[src/rtl/fir_pkg.sv]
// Shared FIR stream constants: default data width, FIFO depth and stream beat width.
// A beat is one data word plus its tlast marker.
package fir_pkg;
  localparam int FIR_DATA_W  = 32;
  localparam int FIR_DEPTH   = 8;
  localparam int FIR_TLAST_W = 1;
  localparam int FIR_BEAT_W  = FIR_DATA_W + FIR_TLAST_W;

  function automatic int fir_beat_w(input int data_w);
    return data_w + FIR_TLAST_W;
  endfunction
endpackage

[src/rtl/fir_sm_fifo_mem.sv]
// FIFO storage: register array with one synchronous write port and one async read port.
// Contents are deliberately left unreset so that reset only clears the pointers.
module fir_sm_fifo_mem #(
  parameter int W     = 33,
  parameter int DEPTH = 8,
  localparam int AW   = $clog2(DEPTH)
) (
  input  logic          clk,
  input  logic          we,
  input  logic [AW-1:0] waddr,
  input  logic [W-1:0]  wdata,
  input  logic [AW-1:0] raddr,
  output logic [W-1:0]  rdata
);
  logic [W-1:0] mem_q [DEPTH];

  always_ff @(posedge clk) begin
    if (we) mem_q[waddr] <= wdata;
  end

  assign rdata = mem_q[raddr];
endmodule

[src/rtl/fir_sm_fifo.sv]
// First-word-fall-through FIFO between the FIR sm stream and the Wishbone stream-read path.
// Optional FIR_SM_FIFO_STATS_EN adds frame_cnt and max_level statistics outputs.
module fir_sm_fifo import fir_pkg::*; #(
  parameter int DATA_W  = FIR_DATA_W,
  parameter int DEPTH   = FIR_DEPTH,
  localparam int PTR_W  = $clog2(DEPTH),
  localparam int LVL_W  = $clog2(DEPTH) + 1
) (
  input  logic              axis_clk,
  input  logic              axis_rst_n,
  input  logic              flush,
  input  logic              s_tvalid,
  output logic              s_tready,
  input  logic [DATA_W-1:0] s_tdata,
  input  logic              s_tlast,
  output logic              m_tvalid,
  input  logic              m_tready,
  output logic [DATA_W-1:0] m_tdata,
  output logic              m_tlast,
  output logic [LVL_W-1:0]  level
`ifdef FIR_SM_FIFO_STATS_EN
  ,
  output logic [15:0]       frame_cnt,
  output logic [LVL_W-1:0]  max_level
`endif
);
  localparam int BEAT_W = (DATA_W == FIR_DATA_W) ? FIR_BEAT_W : fir_beat_w(DATA_W);

  logic [PTR_W-1:0]  wr_ptr_q, wr_ptr_d;
  logic [PTR_W-1:0]  rd_ptr_q, rd_ptr_d;
  logic [LVL_W-1:0]  level_q, level_d;
  logic [BEAT_W-1:0] rd_beat;
  logic              push, pop;

  // Ready is a pure function of the registered level, gated only by reset.
  assign s_tready = axis_rst_n & (level_q != LVL_W'(DEPTH));
  assign m_tvalid = (level_q != '0);
  assign push     = s_tvalid & s_tready;
  assign pop      = m_tvalid & m_tready;
  assign level    = level_q;

  always_comb begin
    wr_ptr_d = wr_ptr_q;
    rd_ptr_d = rd_ptr_q;
    level_d  = level_q;
    if (flush) begin
      wr_ptr_d = '0;
      rd_ptr_d = '0;
      level_d  = '0;
    end else begin
      if (push) wr_ptr_d = wr_ptr_q + PTR_W'(1);
      if (pop)  rd_ptr_d = rd_ptr_q + PTR_W'(1);
      level_d = level_q + LVL_W'(push) - LVL_W'(pop);
    end
  end

  always_ff @(posedge axis_clk or negedge axis_rst_n) begin
    if (!axis_rst_n) begin
      wr_ptr_q <= '0;
      rd_ptr_q <= '0;
      level_q  <= '0;
    end else begin
      wr_ptr_q <= wr_ptr_d;
      rd_ptr_q <= rd_ptr_d;
      level_q  <= level_d;
    end
  end

  fir_sm_fifo_mem #(
    .W     (BEAT_W),
    .DEPTH (DEPTH)
  ) u_mem (
    .clk   (axis_clk),
    .we    (push & ~flush),
    .waddr (wr_ptr_q),
    .wdata ({s_tlast, s_tdata}),
    .raddr (rd_ptr_q),
    .rdata (rd_beat)
  );

  // Mask the head when empty so stale storage never leaks out (including during reset).
  assign m_tdata = m_tvalid ? rd_beat[DATA_W-1:0] : '0;
  assign m_tlast = m_tvalid & rd_beat[BEAT_W-1];

`ifdef FIR_SM_FIFO_STATS_EN
  logic [15:0]      frame_cnt_q, frame_cnt_d;
  logic [LVL_W-1:0] max_level_q, max_level_d;

  always_comb begin
    frame_cnt_d = frame_cnt_q;
    max_level_d = max_level_q;
    if (flush) begin
      frame_cnt_d = '0;
      max_level_d = '0;
    end else begin
      if (pop && m_tlast) frame_cnt_d = frame_cnt_q + 16'd1;
      if (level_d > max_level_q) max_level_d = level_d;
    end
  end

  always_ff @(posedge axis_clk or negedge axis_rst_n) begin
    if (!axis_rst_n) begin
      frame_cnt_q <= '0;
      max_level_q <= '0;
    end else begin
      frame_cnt_q <= frame_cnt_d;
      max_level_q <= max_level_d;
    end
  end

  assign frame_cnt = frame_cnt_q;
  assign max_level = max_level_q;
`endif
endmodule

[config.mk]
export PLATFORM = sky130hd
export DESIGN_NAME = fir_sm_fifo
export DESIGN_NICKNAME = d
export VERILOG_FILES = /design/src/rtl/fir_pkg.sv /design/src/rtl/fir_sm_fifo_mem.sv /design/src/rtl/fir_sm_fifo.sv
export SDC_FILE = /design/constraint.sdc
export NUM_CORES = 1
export LEC_CHECK = 0
export ABC_AREA = 1
export BUFFER_PORTS_ARGS = -buffer_cell sky130_fd_sc_hd__buf_2
export CORE_AREA = 10 10 151 153
export CTS_BUF_LIST = sky130_fd_sc_hd__clkbuf_4 sky130_fd_sc_hd__clkbuf_8
export CTS_CLUSTER_DIAMETER = 200
export DETAILED_ROUTE_END_ITERATION = 6
export DIE_AREA = 0 0 161 163
export HOLD_SLACK_MARGIN = 0.06
export PLACE_DENSITY = 0.78
export SYNTH_ARGS = -nofsm -noshare
export SYNTH_HDL_FRONTEND = slang
export SYNTH_SLANG_ARGS = --single-unit
[constraint.sdc]
create_clock -name axis_clk -period 3.9 [get_ports axis_clk]
set_input_delay 0 -clock axis_clk [delete_from_list [all_inputs] [get_ports axis_clk]]
set_output_delay 0 -clock axis_clk [all_outputs]
set_load 0.02 [all_outputs]
# [Word level (Yosys, flattened, before mapping)]
# Memories as Yosys holds them, arrays and structs flattened.
# Index checks and enable logic that the tools add are counted.
[word_totals] reg_bits=10 mem_bits_rw=264 inputBits=38 output_inout_bits=39 wordCells=26 n_memories=1
[classes] add_sub_neg=4 n_eq_ne=1 muxes=8 n_bitwise=6 reduce_logical=3
[mem_list] memory="u_mem.mem_q" words=8 word_bits=33 rd=1 rd_clocked_by_memory_dff=0 write_ports=1 line="fir_sm_fifo_mem.sv:15" text="logic [W-1:0] mem_q [DEPTH];"
[ops] op="32-bit two-way mux" count=1
[ops] op="3-bit two-way mux" count=4
[ops] op="3-bit by 1-bit adder with 3-bit output (second input constant)" count=2
[ops] op="1-bit AND" count=5
[ops] op="4-bit by 1-bit adder with 4-bit output" count=1
[ops] op="4-bit two-way mux" count=1
[ops] op="4-bit inequality test (second input constant)" count=1
[ops] op="2-bit nonzero test" count=2
[ops] op="4-bit nonzero test" count=1
[ops] op="4-bit by 1-bit subtractor with 4-bit output" count=1
[ops] op="1-bit two-way mux" count=2
[ops] op="1-bit inverter" count=1

# [Logic depth before layout (Yosys ltp)]
[logic_depth] word_depth=6 ltp_mapped=12 ltp_nobuf=12

# [Cells and area by module]
# From an unflattened synthesis, not the netlist that was laid out.
[hier_totals] cells_unflattened=1302 area_unflattened_um2=12544.5
[by_module_without_submodules] mod="fir_sm_fifo_mem" n_inst=1 cells_per_inst=1159 area_each_um2=11566.1 seq_area_each_um2=7927.6
[by_module_without_submodules] mod="fir_sm_fifo" n_inst=1 cells_per_inst=143 area_each_um2=978.4 seq_area_each_um2=250.2

# [Least setup slack after synthesis]
# OpenSTA, ideal clock, no wires.
[synth_timing] path_type="register to register" startpoint="register level_q[2], in the netlist level[2]" endpoint="memory u_mem.mem_q[0][0], enable pin" setup_time_ns=0.423 t_arrival_ns=2.704 t_required_ns=3.477 setup_slack_ns=0.773 stages_incl_launch_ff=8 n_path_buf=0 synth_period_minus_slack_ns=3.127 cell_sequence="dfrtp_1 -> inv_1 -> ha_1 -> nand3_1 -> nand3_1 -> nor2_1 -> inv_1 -> nor2_1"
[synth_between] elab_chain_len=6
[synth_rtl] item="start, declared" line="fir_sm_fifo.sv:31" text="logic [LVL_W-1:0] level_q, level_d;"
[synth_rtl] item="start signal, assigned" line="fir_sm_fifo.sv:65" text="level_q <= level_d;"
[synth_rtl] item="4-bit inequality test" line="fir_sm_fifo.sv:36" text="assign s_tready = axis_rst_n & (level_q != LVL_W'(DEPTH));"
[synth_rtl] item="1-bit AND" line="fir_sm_fifo.sv:36"
[synth_rtl] item="1-bit AND" line="fir_sm_fifo.sv:38" text="assign push = s_tvalid & s_tready;"
[synth_rtl] item="1-bit AND" line="fir_sm_fifo.sv:74" text=".we (push & ~flush),"
[synth_rtl] item="1-bit two-way mux" line="fir_sm_fifo_mem.sv:18" text="if (we) mem_q[waddr] <= wdata;"
[synth_rtl] item="1-bit two-way mux (not written as such)" line="fir_sm_fifo_mem.sv:18"
[synth_rtl] item="end, declared" line="fir_sm_fifo_mem.sv:15"
# Every way passes these cells.

# [Worst setup path in the final report]
[layout_timing] startpoint="register rd_ptr_q[0]" endpoint="output port m_tdata[14]"
[layout_between] elab_chain_len=2
[layout_rtl] item="start, declared" line="fir_sm_fifo.sv:30" text="logic [PTR_W-1:0] rd_ptr_q, rd_ptr_d;"
[layout_rtl] item="start signal, assigned" line="fir_sm_fifo.sv:64" text="rd_ptr_q <= rd_ptr_d;"
[layout_rtl] item="memory 8 x 33 bit"
[layout_rtl] item="32-bit two-way mux" line="fir_sm_fifo.sv:82" text="assign m_tdata = m_tvalid ? rd_beat[DATA_W-1:0] : '0;"
[layout_rtl] item="end, declared" line="fir_sm_fifo.sv:18" text="output logic [DATA_W-1:0] m_tdata,"
# Every way passes these cells.

==> key figures <==
Synth
  – Top-count cell post-synth: nand2_1
  – FF+latch count, synth: 274
  – Top_reg_cell synth: edfxtp_1
  – Mean Syn Cell Area: 9.919 um2
  – Synth cell types: 20
  – Async set or reset register ratio after synthesis: 0.03650
  – EDFF count, synth: 264
  – Yosys warnings: 0
  – Top cell type's share of synthesized area: 0.6492
  – Synth area leaders: edfxtp_1 65%, nand2_1 11%, inv_1 8.5%
  – Post-synth top area cell: edfxtp_1
  – Mapped cell area: 12,210 um2
  – Post-synthesis sequential area ratio: 0.6697
  – Syn_nets: 1,278
  – Gate Count Post-Synth: 1,231
  – Commonest cells in the netlist: 342 x nand2_1, 277 x inv_1, 264 x edfxtp_1

CTS
  – Clock latency on the worst-skew pair: 550 ps
  – CTS tree: yes
  – Clk sinks: 274
  – Post-CTS Setup Repair Bufs: 0
  – Clock Tree Root: clkbuf_8
  – H-tree Lvls: 2
  – Clock slew seen by the registers of the worst setup and hold paths: 60 ps
  – Clock Tree Buf Depth: 3
  – CTS Buf Count: 44

Floorplan
  – Top-Level Pins: 77
  – FP Rows: 52
  – Total Die Area: 26,240 um2
  – Core area: 19,910 um2
  – Die Y: 163 um
  – Initial core utilization: 0.6133
  – Die X: 161 um

Route
  – Number of detailed-route iterations in the first pass: 5
  – DRC: 0
  – Routed length per instance: 16.09 um
  – Routed wire length: 26,560 um
  – Final ANT Viol Nets: 0
  – Vias: 8,374
  – Iteration-0 DRC Markers: 676
  – Number of vias per cell: 5.075

Min path
  – Hold Crit Class: in2reg
  – WHS Path Cells: 3
  – Worst hold start: flush
  – Hold EP: level[0]

STA
  – Setup_tns: 0 ps
  – Clk_skew: 12.24 ps
  – Fin crit share: 0.8112
  – Slew Limit Fails: 0
  – Tmin final: 3164 ps
  – Worst slew pin tran: 1117 ps
  – Final setup viols: 0
  – Slew HR: 0.2534
  – Fmax: 316.1 MHz
  – Final-report hold violation count: 0
  – RSZ-0062 raised after global routing: no

Global route
  – Tot GR Track Use: 0.2027
  – Total global routing overflow: 0
  – Vias in the first global route: 8,558
  – Largest net degree at the start of global routing: 96
  – First-pass GRT wire length: 42,710 um
  – Initial antenna violation count: 0

Job
  – Max Cap Violations: 0

Place
  – Routability cong.: 0.7891
  – Placed cell count: 1,534
  – Final HPWL DP: 14,790 um
  – Port bufs: 76

Setup path
  – Req. time, crit path: 3900 ps
  – CP Max Fanout: 95
  – Reg2reg setup slack: 1090 ps
  – Critical Path End Type: primary output
  – Cells on worst reg2reg path: 8
  – R2R Path End: u_mem.mem_q[6][31]
  – CP Class: reg2out
  – CP startpoint: rd_ptr_q[0]
  – Startpoint Class: flop
  – Reg2reg start: level[2]
  – Critical path arrival: 3160 ps

Final layout
  – Antenna Cells: 0
  – Final Util: 0.7031
  – Nets@finish: 1,395
  – Share of layout cells above drive strength 1: 0.1254
  – Final non-filler cell total: 1,650
  – Synth-to-layout area growth: 14.64%

Power
  – Pwr Total: 8.091 mW
  – Leak: 6.408 nW
  – Cell Pwr Density: 578.0 nW/um2
  – Peak supply drop: 0.3815 mV

Run status
  – Run status: complete, no violations
-- sequential cells by signal (all words and copies together), names as in the netlist --
register,cells
level,4
rd_ptr_q,3
u_mem.mem_q,264
wr_ptr_q,3
-- worst max path at each step --
stage / end / slack, ps
floorplan: u_mem.mem_q[0][0] / 770
global placement: u_mem.mem_q[6][23] / 1140
detailed placement: u_mem.mem_q[0][32] / 1080
CTS: m_tdata[14] / 710
global route: m_tdata[12] / 530
finish: m_tdata[14] / 740
-- placed cells by master (no fill, tap or decap), drive strengths merged --
cell type	instances
a21oi	2
and2	1
buf	88
clkbuf	64
clkinv	13
clkinvlp	2
dfrtp	10
dlygate4sd3	38
edfxtp	264
fa	1
ha	8
inv	279
nand2	342
nand3	183
nor2	80
o21ai	2
xnor2	1
xor2	2
-- worst max-delay path: stages, from the launching register on --
cell     delay, ps
dfrtp_4        710
inv_4          820
buf_4          410
nand2_1         80
nand3_1         90
nand3_1        120
nand2_1        130
nor2_1          60
buf_2          160
-- metrics by stage --
stage	cell area (um2)	hold slack (ps)	worst slack, ps
2_1_floorplan	12210	-295.6	773.3
3_3_place_gp	12780	-115.4	1141
3_5_place_dp	12780	-112.4	1079
4_1_cts	14000	209.6	714.4
5_1_grt	14000	244.9	528.7
6_report	14000	230.6	736.3
-- final cells by class --
cell class                      count  area [um2]
Clock buffer                       64       768.2
Clock inverter                     14       66.31
Fill cell                        1449        5911
Inverter                          280        1054
Multi-Input combinational cell    622        2738
Sequential cell                   274        8184
Tap cell                          270       337.8
Timing Repair Buffer              126       850.8
-- timing repair --
item / CTS / global route
resized for setup: 0 / 0
hold endpoints to repair: 284 / 0
hold buffers: 38 / 0
-- report_power, final --
part           switching (mW)  leakage, nW  total [mW]  internal, mW
combinational            1.65         3.46        2.37         0.715
clock                    1.08        0.444        2.34          1.26
sequential             0.0918         2.51        3.38          3.29
total                    2.82         6.41        8.09          5.27
-- layer usage --
metal / part of all wire / global-route usage / up-vias / routed length (um)
met5: 0 / 0 / - / 0
met4: 0.024 / 0.08147 / 0 / 640
met3: 0.072 / 0.04221 / 56 / 1903
met2: 0.50 / 0.3566 / 304 / 13350
met1: 0.40 / 0.2384 / 3919 / 10660
li1: - / - / 4095 / -
-- kinds of logic (layout without fill, tap and decap cells) --
group                    count (synthesis)  after routing  share of synthesized area
AO/OA/AOI/OAI                            4              4                   0.001640
AND/OR/NAND/NOR                        606            606                     0.2052
XOR/XNOR                                 3              3                   0.002152
flip-flops                             274            274                     0.6697
buffers and inverters                  335            484                     0.1114
adder cells (fa/ha/maj)                  9              9                   0.009837
Power figures use the tool's default switching activity.
